<file path="src/rtl/instr_sequencer.sv">
// rtl/instr_sequencer.sv - fetch/exec/writeback sequencer for the register file instruction side
// Optional fetch stall watchdog: define SEQ_STALL_TIMEOUT_EN.
module instr_sequencer #(
    parameter logic [15:0] RESET_PC       = 16'h0000,
    parameter int          TIMEOUT_CYCLES = 255
) (
    input  logic        clock,
    input  logic        reset,
    output logic        imem_req,
    output logic [15:0] imem_addr,
    input  logic        imem_ready,
    input  logic [31:0] imem_data,
    input  logic [15:0] rd_data_a,
    output logic [31:0] instr,
    output logic        writing_to_reg,
    output logic        halted,
    output logic        bad_reg,
    output logic        fault,
    output logic [15:0] instr_count
);

    typedef enum logic [1:0] {
        S_FETCH  = 2'd0,
        S_EXEC   = 2'd1,
        S_WB     = 2'd2,
        S_HALTED = 2'd3
    } state_t;

    localparam logic [2:0] OP_ALU   = 3'b001;
    localparam logic [2:0] OP_LOADI = 3'b010;
    localparam logic [2:0] OP_JUMP  = 3'b011;
    localparam logic [2:0] OP_BEQZ  = 3'b100;
    localparam logic [2:0] OP_HALT  = 3'b111;

    state_t      state_q, state_d;
    logic [15:0] pc_q, pc_d;
    logic [31:0] instr_q, instr_d;
    logic        bad_q, bad_d;
    logic [15:0] count_q, count_d;
    logic        fault_q, fault_d;

`ifdef SEQ_STALL_TIMEOUT_EN
    logic [31:0] wait_q, wait_d;
`else
    logic        unused_timeout;
    assign unused_timeout = (TIMEOUT_CYCLES == 0);
`endif

    logic [2:0]  opcode;
    logic [15:0] pc_inc;
    assign opcode = instr_q[31:29];
    assign pc_inc = pc_q + 16'd1;

    // Reset lands the FSM in FETCH, so the request is masked while reset is held.
    assign imem_req       = (state_q == S_FETCH) && !reset;
    assign imem_addr      = pc_q;
    assign instr          = instr_q;
    assign writing_to_reg = (state_q == S_WB) && !instr_q[28];
    assign halted         = (state_q == S_HALTED);
    assign bad_reg        = bad_q;
    assign fault          = fault_q;
    assign instr_count    = count_q;

    always_comb begin
        state_d = state_q;
        pc_d    = pc_q;
        instr_d = instr_q;
        bad_d   = bad_q;
        count_d = count_q;
        fault_d = fault_q;
`ifdef SEQ_STALL_TIMEOUT_EN
        wait_d  = wait_q;
`endif
        case (state_q)
            S_FETCH: begin
                if (imem_ready) begin
                    instr_d = imem_data;
                    state_d = S_EXEC;
`ifdef SEQ_STALL_TIMEOUT_EN
                    wait_d  = 32'd0;
                end else if (wait_q == 32'(TIMEOUT_CYCLES)) begin
                    fault_d = 1'b1;
                    state_d = S_HALTED;
                end else begin
                    wait_d  = wait_q + 32'd1;
`endif
                end
            end
            S_EXEC: begin
                count_d = count_q + 16'd1;
                state_d = S_FETCH;
                pc_d    = pc_inc;
                case (opcode)
                    OP_HALT: begin
                        state_d = S_HALTED;
                        pc_d    = pc_q;
                    end
                    OP_ALU, OP_LOADI: state_d = S_WB;
                    OP_JUMP:          pc_d = instr_q[15:0];
                    OP_BEQZ:          pc_d = (rd_data_a == 16'd0) ? instr_q[15:0] : pc_inc;
                    default:          ;
                endcase
            end
            S_WB: begin
                if (instr_q[28]) bad_d = 1'b1;
                state_d = S_FETCH;
            end
            default: state_d = S_HALTED;
        endcase
    end

    always_ff @(posedge clock or posedge reset) begin
        if (reset) begin
            state_q <= S_FETCH;
            pc_q    <= RESET_PC;
            instr_q <= 32'd0;
            bad_q   <= 1'b0;
            count_q <= 16'd0;
            fault_q <= 1'b0;
`ifdef SEQ_STALL_TIMEOUT_EN
            wait_q  <= 32'd0;
`endif
        end else begin
            state_q <= state_d;
            pc_q    <= pc_d;
            instr_q <= instr_d;
            bad_q   <= bad_d;
            count_q <= count_d;
            fault_q <= fault_d;
`ifdef SEQ_STALL_TIMEOUT_EN
            wait_q  <= wait_d;
`endif
        end
    end

endmodule

</file>
<file path="config.mk">
export PLATFORM = sky130hd
export DESIGN_NAME = instr_sequencer
export DESIGN_NICKNAME = d
export VERILOG_FILES = /design/src/rtl/instr_sequencer.sv
export SDC_FILE = /design/constraint.sdc
export NUM_CORES = 1
export LEC_CHECK = 0
export CAP_MARGIN = 20
export CORE_ASPECT_RATIO = 2
export CORE_MARGIN = 2
export CORE_UTILIZATION = 44
export DETAILED_ROUTE_END_ITERATION = 6
export GPL_ROUTABILITY_DRIVEN = 0
export GPL_TIMING_DRIVEN = 0
export PLACE_DENSITY_LB_ADDON = 0.05
export SETUP_SLACK_MARGIN = 0.1
export SLEW_MARGIN = 10
export SYNTH_ARGS = -nofsm -noshare
export SYNTH_HDL_FRONTEND = slang
export SYNTH_SLANG_ARGS = --single-unit
</file>
<file path="constraint.sdc">
create_clock -name clock -period 2.15 [get_ports clock]
set_clock_uncertainty 0.05 [all_clocks]
set_input_delay 0.215 -clock clock [delete_from_list [all_inputs] [get_ports clock]]
set_output_delay 0.215 -clock clock [all_outputs]
set_load 0.05 [all_outputs]
</file>
== Word-level counts from Yosys, hierarchy flattened ==
Index checks and enable logic that the tools add are counted.

* Equal/unequal tests: 9
* Bitwise operators: 1
* Add/sub/neg operators: 2
* Muxes and demuxes: 5
* Reduce and logical (&&, ||, !) cells: 10

{| class="wikitable"
|+ Operators by type and width
! kind !! number
|-
| one-hot mux 16 bit (3 select lines) || 1
|-
| adder 16 x 1 -> 16 bit, second input constant || 2
|-
| zero test 16 bit || 1
|-
| 2-to-1 mux 16 bit || 1
|-
| equality test 3 x 2 -> 1 bit, second input constant || 2
|-
| equality test 3 bit, second input constant || 2
|-
| one-hot mux 2 bit (3 select lines) || 1
|-
| AND reduction 2 bit || 3
|-
| equality test 2 bit, second input constant || 2
|-
| one-hot mux 2 bit (2 select lines) || 1
|-
| equality test 3 x 1 -> 1 bit, second input constant || 1
|-
| equality test 2 x 1 -> 1 bit, second input constant || 1
|-
| logical AND 1 bit || 2
|-
| zero test 1 bit || 2
|-
| zero test 2 bit || 1
|-
| 2-to-1 mux 2 bit || 1
|-
| inequality test 2 bit, second input constant || 1
|-
| OR reduction 2 bit || 1
|-
| inverter 1 bit || 1
|}

* Output and inout bits: 69
* Word-level logic and storage cells: 32
* Flip-flop bits (word level): 67

== Depth between registers and ports, before layout ==
Gate-level depths: netlist of run 1.

* Depth in word-level cells: 4
* Gate-level depth with buffers: 7

== Worst setup path after synthesis of run 1 ==
No wires, ideal clock.

* Path kind: reg2reg
* Start: register pc_q[0], in the netlist imem_addr[0]
* End: register pc_q[12], in the netlist imem_addr[12]
* Stages on the path, launching flop included: 7
* Arrival time: 1.898 ns
* Required time: 2.020 ns
* Setup time: 0.080 ns
* Buffers on the path: 0
* Slack: 0.123 ns
* Path through: dfrtp_1 -> ha_1 -> nand3_1 -> nor3_1 -> nand3_1 -> a21oi_2 -> a2bb2oi_1

* Longest elaborated chain between the ends: 3

{| class="wikitable"
|+ Ends and longest elaborated chain
! item !! line !! text
|-
| start, declared || 36 || <nowiki>logic [15:0] pc_q, pc_d;</nowiki>
|-
| start signal, assigned || 125 || <nowiki>pc_q <= pc_d;</nowiki>
|-
| adder 16 x 1 -> 16 bit * || 52 || <nowiki>assign pc_inc = pc_q + 16'd1;</nowiki>
|-
| 2-to-1 mux 16 bit || 100 || <nowiki>OP_BEQZ: pc_d = (rd_data_a == 16'd0) ? instr_q[15:0] : pc_inc;</nowiki>
|-
| one-hot mux 16 bit (3 select lines) * || 93 || <nowiki>case (opcode)</nowiki>
|}

Mark *: on every way between the ends. The rest lies on a longest branch, timed or not.
A chain may end at the register's enable or synchronous reset.

== Final worst setup path of run 1 ==
* Start: register instr_q[31], in the netlist instr[31]
* End: output port instr[31]

{| class="wikitable"
|+ RTL lines
! item !! line !! text
|-
| start, declared || 37 || <nowiki>logic [31:0] instr_q, instr_d;</nowiki>
|-
| start signal, assigned || 126 || <nowiki>instr_q <= instr_d;</nowiki>
|-
| end, declared || 14 || <nowiki>output logic [31:0] instr,</nowiki>
|}

No word-level cell between the ends.

==> results.json, run 1 <==
{
  "die_h_um": 123,
  "switching_share": 0.472,
  "yosys.area.top_type_share": 0.535,
  "drive_gt1_frac": 0.175,
  "die_w_um": 63.7,
  "insertion_delay_ps": 330,
  "synth_ff_type": "dfrtp_1",
  "cts_tree": "built",
  "routed-wl-met2_um": 4040,
  "yosys.area.top_type": "dfrtp_1",
  "diodes": 0,
  "worst-r2r-cell-count": 5,
  "yosysSeqAreaShare": 0.535,
  "slew_viol_final": 0,
  "drt-total-wl_um": 7550,
  "grt_max_degree": 62,
  "fin_crit_ps": 1950,
  "synth_warnings": 0,
  "die-area_um2": 7860,
  "clock_power_share": 0.164,
  "grt_pass1_vias": 2588,
  "wl_per_cell_um": 15.4,
  "drt-initial-drc-count": 102,
  "clockRootBuffer": "clkbuf_16",
  "highest_layer": "met4",
  "intPower_mw": 4.34,
  "antenna_found_initial": 0,
  "fin_cells": 490,
  "synth.most_common_cell": "dfrtp_1",
  "vias_per_cell": 5.24,
  "finalHoldViolations": 0,
  "firstDrtPassIters": 4,
  "start_kind": "register",
  "final.setup.tns_ps": 0,
  "critPathKind": "register to output pin",
  "dr_wl_met3_um": 466,
  "yosys.area_share.xor_xnor": 0.0447,
  "placedCellCount": 475,
  "wl_met1_um": 2790,
  "irDropWorstVdd_v": 0.00112,
  "synth_top_family_by_area": "multiplexers",
  "dpl.hpwl_um": 5620,
  "synth_nets": 319,
  "route.detailed.drc": 0,
  "yosys-mux-area-fraction": 0.153,
  "post_cts_resized": 3,
  "grt.total_usage": 0.207,
  "seqPwrFrac": 0.282,
  "cts_hold_buf": 0,
  "synthTopCellsByArea": "dfrtp_1 (53%), mux2_2 (11%), mux2i_1 (4.2%)",
  "via_count": 2567,
  "status": "finished clean",
  "endpoint_kind": "output pin",
  "core_area_um2": 6940,
  "combPwrFrac": 0.553,
  "boundaryPins": 120,
  "post-cts-setup-buffers": 0,
  "numPortBuffers": 118,
  "crit_fanout": 7,
  "cts_buffers": 9,
  "htreeDepth": 3,
  "placed_cell_area_um2": 4460,
  "clk_pin_slew_ps": 50,
  "nets": 449,
  "worstMarginPinSlew_ps": 679,
  "synth_fa_ha_area_frac": 0.00798,
  "ys_top_cells_by_count": "dfrtp_1 (67), mux2_2 (31), nand2_1 (19), nand3_1 (16), xnor2_1 (14)",
  "std_cell_rows": 43,
  "critPathTopFamily": "buffers and inverters",
  "switchingPower_mw": 3.88,
  "synth_cells": 266,
  "crit_cells": 1,
  "synth-simple-area-share": 0.128,
  "max_stage_delay_ps": 870,
  "area_growth_pct": 51.4,
  "synth_edf_count": 0,
  "synth_cell_type_count": 45,
  "powerDensity_nw_per_um2": 1730,
  "grt_pass1_wl_um": 12200,
  "required_ps": 1880,
  "synth.cell_area_um2": 3140,
  "synth_seq_cells": 67,
  "slew_headroom": 0.547,
  "critPathBufInv": 1,
  "p_leak_nw": 2.00,
  "crit_arrival_ps": 1680,
  "clock_path_buffers": 2,
  "slowest_stage": "clkdlybuf4s50_1",
  "hp-class": "input port to async pin",
  "max_freq_mhz": 513,
  "start_util": 0.452,
  "synth_compound_area_frac": 0.0930,
  "maxCapViolCount": 0,
  "path_cells": "clkdlybuf4s50_1",
  "final_antenna_net_count": 0,
  "setup_violations": 0,
  "clock-sinks": 67,
  "largest_register_ffs": 32,
  "synthArstFlopShare": 1.00,
  "holdWs_ps": 99.4,
  "fin_crit_sh": 0.906,
  "grt_overflow_total": 0,
  "stdcell_area_um2": 4750,
  "syn_area_per_cell_um2": 11.8,
  "rsz0062_at_grt": "false"
}
worst paths after layout:
check / start / end / slack, ps
max in group asynchronous: reset / instr[2] / 1430
worst min-delay path: reset / instr[27] / 100
worst max-delay path: instr[31] / instr[31] / 200
min in group clock: imem_data[9] / instr[9] / 400
worst max register to register: state_q[0] / instr[10] / 270
worst min register to register: bad_reg / bad_reg / 410
per-layer routing:
layer,GRT usage,vias to the layer above
li1,-,1220
met5,0,-
met4,0.111,0
met1,0.214,1243
met3,0.0737,13
met2,0.363,91
per-stage QoR:
stage / power (mW) / util / worst slack, ps
5_1_grt: 8.65 / 0.684 / 131
3_5_place_dp: 6.91 / 0.643 / -4.54
2_1_floorplan: 5.35 / - / 123
6_report: 8.23 / 0.684 / 201
3_3_place_gp: 6.84 / 0.638 / -1060
4_1_cts: 8.30 / 0.682 / 118
placed cells by master, fill, tap and decap left out, types with 3 or more instances in the layout:
master           count
a21oi_2              6
nor4_1               3
and3_1               7
mux2i_1             13
buf_2                4
a22oi_1              4
o22a_1               3
nand2_1             19
inv_1                9
nor2_1               7
nor3_1               3
nand4_1              9
dlygate4sd2_1        3
clkbuf_16            9
clkdlybuf4s50_1    115
a2bb2oi_1            7
o21ai_0              7
mux2_2              31
nand3_1             16
xnor2_1             14
a21oi_1              4
clkbuf_8             3
dfrtp_1             67
power by group through the flow:
stage / sequential [mW] / clock, mW / combinational, mW
after global placement: 2.32 / 0 / 4.52
after CTS: 2.33 / 1.40 / 4.58
after global routing: 2.41 / 1.45 / 4.79
after floorplan: 4.00 / 0 / 1.36
after detailed placement: 2.34 / 0 / 4.57
final: 2.32 / 1.35 / 4.55
cell families after synthesis:
logic type	after synthesis
multiplexers	44
AO/OA/AOI/OAI	39
buffers and inverters	22
XOR/XNOR	16
AND/OR/NAND/NOR	75
adder cells (fa/ha/maj)	2
other	1
flip-flops	67
area by class of cell:
| class | instances | area (um^2) |
|---|---|---|
| Clock buffer | 13 | 270 |
| Inverter | 10 | 40.0 |
| Timing Repair Buffer | 119 | 1200 |
| Fill cell | 549 | 2190 |
| Tap cell | 90 | 113 |
| Multi-Input combinational cell | 177 | 1350 |
| Buffer | 12 | 82.6 |
| Sequential cell | 67 | 1680 |
| Clock inverter | 2 | 10.0 |
Note: power is estimated with default switching activity, not from simulation.
==> inputs of run 2 (changes only) <==
- clock period: 2.15 -> 2.2 ns (I/O delays scaled with it)
==> results of run 2 <==
Same layout as run 1 (identical final DEF). Status: finished clean.
Main changes from that run: setup slack after placement -4.54 ps -> 40.5 ps; setup slack after layout 201 ps -> 246 ps; hold slack 99.4 ps -> 104 ps; register-to-register setup slack 270 ps -> 320 ps; total power 8.23 mW -> 8.04 mW; worst IR drop on VDD 0.00112 V -> 0.00109 V
==> inputs of run 3 (changes only) <==
- clock period: 2.2 -> 2 ns (I/O delays scaled with it)
==> run 3 against run 2 <==
Cell area grew 1.6%. Sequential cell count is the same. Power grew 13%. Final cell count grew 0.41%. Critical path depth is the same. Highest routed layer unchanged. Utilization grew 1.1 points. Sequential power grew 11%. Global-route usage grew 0.59 points. Worst setup slack lost 98 ps. Worst hold slack gained 210 ps.
==> results.json, run 3 (synthesis gave the netlist of run 1 again) <==
{
  "status": "finished clean",
  "slowest_stage": "clkdlybuf4s50_1",
  "core_area_um2": 6940,
  "nets": 450,
  "timing.final.ws_setup_ps": 149,
  "grt_max_degree": 35,
  "drt-total-wl_um": 7750,
  "drive_gt1_frac": 0.197,
  "area_growth_pct": 53.8,
  "worst-r2r-cell-count": 5,
  "die_h_um": 123,
  "std_cell_rows": 43,
  "boundaryPins": 120,
  "rrSetupSlack_ps": 180,
  "worstMarginPinSlew_ps": 747,
  "start_util": 0.452,
  "largest_register_ffs": 32,
  "final_antenna_net_count": 0,
  "firstDrtPassIters": 4,
  "crit_start": "imem_addr[12]",
  "hp-class": "input port to async pin",
  "cts_buffers": 9,
  "start_kind": "register",
  "total_power_mw": 9.07,
  "numPortBuffers": 118,
  "insertion_delay_ps": 330,
  "r2r-start": "state_q[0]",
  "final_common_cell": "clkdlybuf4s50_1",
  "dp_slack_ps": -153,
  "multi_input_area_um2": 1370,
  "reg2reg_to": "instr[19]",
  "crit_arrival_ps": 1600,
  "irDropWorstVdd_v": 0.00121,
  "use_met2": 0.382,
  "vias_per_cell": 5.24,
  "cts_tree": "built",
  "wl_per_cell_um": 15.8,
  "diodes": 0,
  "grt_pass1_vias": 2677,
  "seq_area_um2": 1680,
  "clockRootBuffer": "clkbuf_16",
  "finalHoldViolations": 0,
  "endpoint_kind": "output pin",
  "crit_path_end": "imem_addr[12]",
  "grt.total_usage": 0.213,
  "crit_cells": 1,
  "route.detailed.drc": 0,
  "setup_violations": 0,
  "crit_fanout": 5,
  "clock-sinks": 67,
  "die_w_um": 63.7,
  "htreeDepth": 3,
  "fin_crit_sh": 0.926,
  "p_leak_nw": 2.07,
  "clock_path_buffers": 2,
  "clk_pin_slew_ps": 50,
  "max_stage_delay_ps": 830,
  "grt_pass1_wl_um": 12800,
  "grt_most_used_layer": "met2",
  "powerDensity_nw_per_um2": 1880,
  "placedCellCount": 475,
  "max_freq_mhz": 540,
  "via_count": 2580,
  "slew_viol_final": 0,
  "antenna_found_initial": 0,
  "path_cells": "clkdlybuf4s50_1",
  "grt_use_met1": 0.224,
  "slew_headroom": 0.501,
  "use_met3": 0.0646,
  "critPathTopFamily": "buffers and inverters",
  "most-common-layout-cells": "clkdlybuf4s50_1 (106), dfrtp_1 (63), mux2_2 (31)",
  "fin_crit_ps": 1850,
  "grt_overflow_total": 0,
  "die-area_um2": 7860,
  "finish.utilization": 0.695,
  "required_ps": 1750,
  "fillers": 549,
  "maxCapViolCount": 0,
  "fin_cells": 492,
  "rsz0062_at_grt": "true",
  "critPathKind": "register to output pin",
  "drt-initial-drc-count": 180,
  "critPathBufInv": 1,
  "dpl.hpwl_um": 5730
}
[run 3: changes by cell type in the layout (fill, tap and decap cells not counted), moves of 2 or more]
cell / delta
clkdlybuf4s50_1: -9
dfrtp_2: +4
buf_2: -2
dfrtp_1: -4
buf_4: +2
nor3_4: +2
clkbuf_4: +2
dlymetal6s2s_1: +6
clkinvlp_4: +2
[run 3: metal layers]
metal / vias to the layer above / share of wire
li1: 1219 / -
met1: 1266 / 0.36
met2: 83 / 0.56
met3: 12 / 0.061
met4: 0 / 0.018
met5: - / 0
[run 3: timing repair]
item / in CTS / in global routing
gates cloned: 0 / 0
gates resized for setup: 10 / 13
hold buffers: 0 / 0
hold endpoints to repair: 0 / 0
endpoints found under the setup margin: 15 / 31
pin swaps: 0 / 3
buffers inserted: 0 / 1
[run 3: metrics by stage]
stage          TNS [ps]  instance area [um^2]  hold slack (ps)
2_1_floorplan         0                  3150              267
3_3_place_gp       -586                  4440              401
3_5_place_dp       -722                  4460              417
4_1_cts               0                  4780              342
5_1_grt               0                  4820              387
6_report              0                  4820              318
[run 3: worst min-delay path by stage]
stage	slack, ps	start	depth (start not counted)	endpoint
global route	390	reset	2	instr[27]
CTS	340	reset	2	instr[27]
global placement	400	bad_reg	1	bad_reg
detailed placement	420	bad_reg	1	bad_reg
floorplan	270	imem_data[6]	2	instr[6]
finish	320	reset	2	instr[27]
[run 3: layout make-up]
cell class	instances	share of cell area
plain buffers	12	0.0187
clock buffers	12	0.0553
clock inverters	4	0.00986
multi-input cells	177	0.284
well taps	90	0.0234
flip-flops and latches	67	0.349
inverters	10	0.00856
repair buffers	120	0.252
[run 3: where the power goes]
| group | switching (mW) | internal, mW |
|---|---|---|
| Clock | 0.570 | 1.06 |
| Sequential | 0.578 | 1.93 |
| Combinational | 3.10 | 1.83 |
| Total | 4.25 | 4.82 |
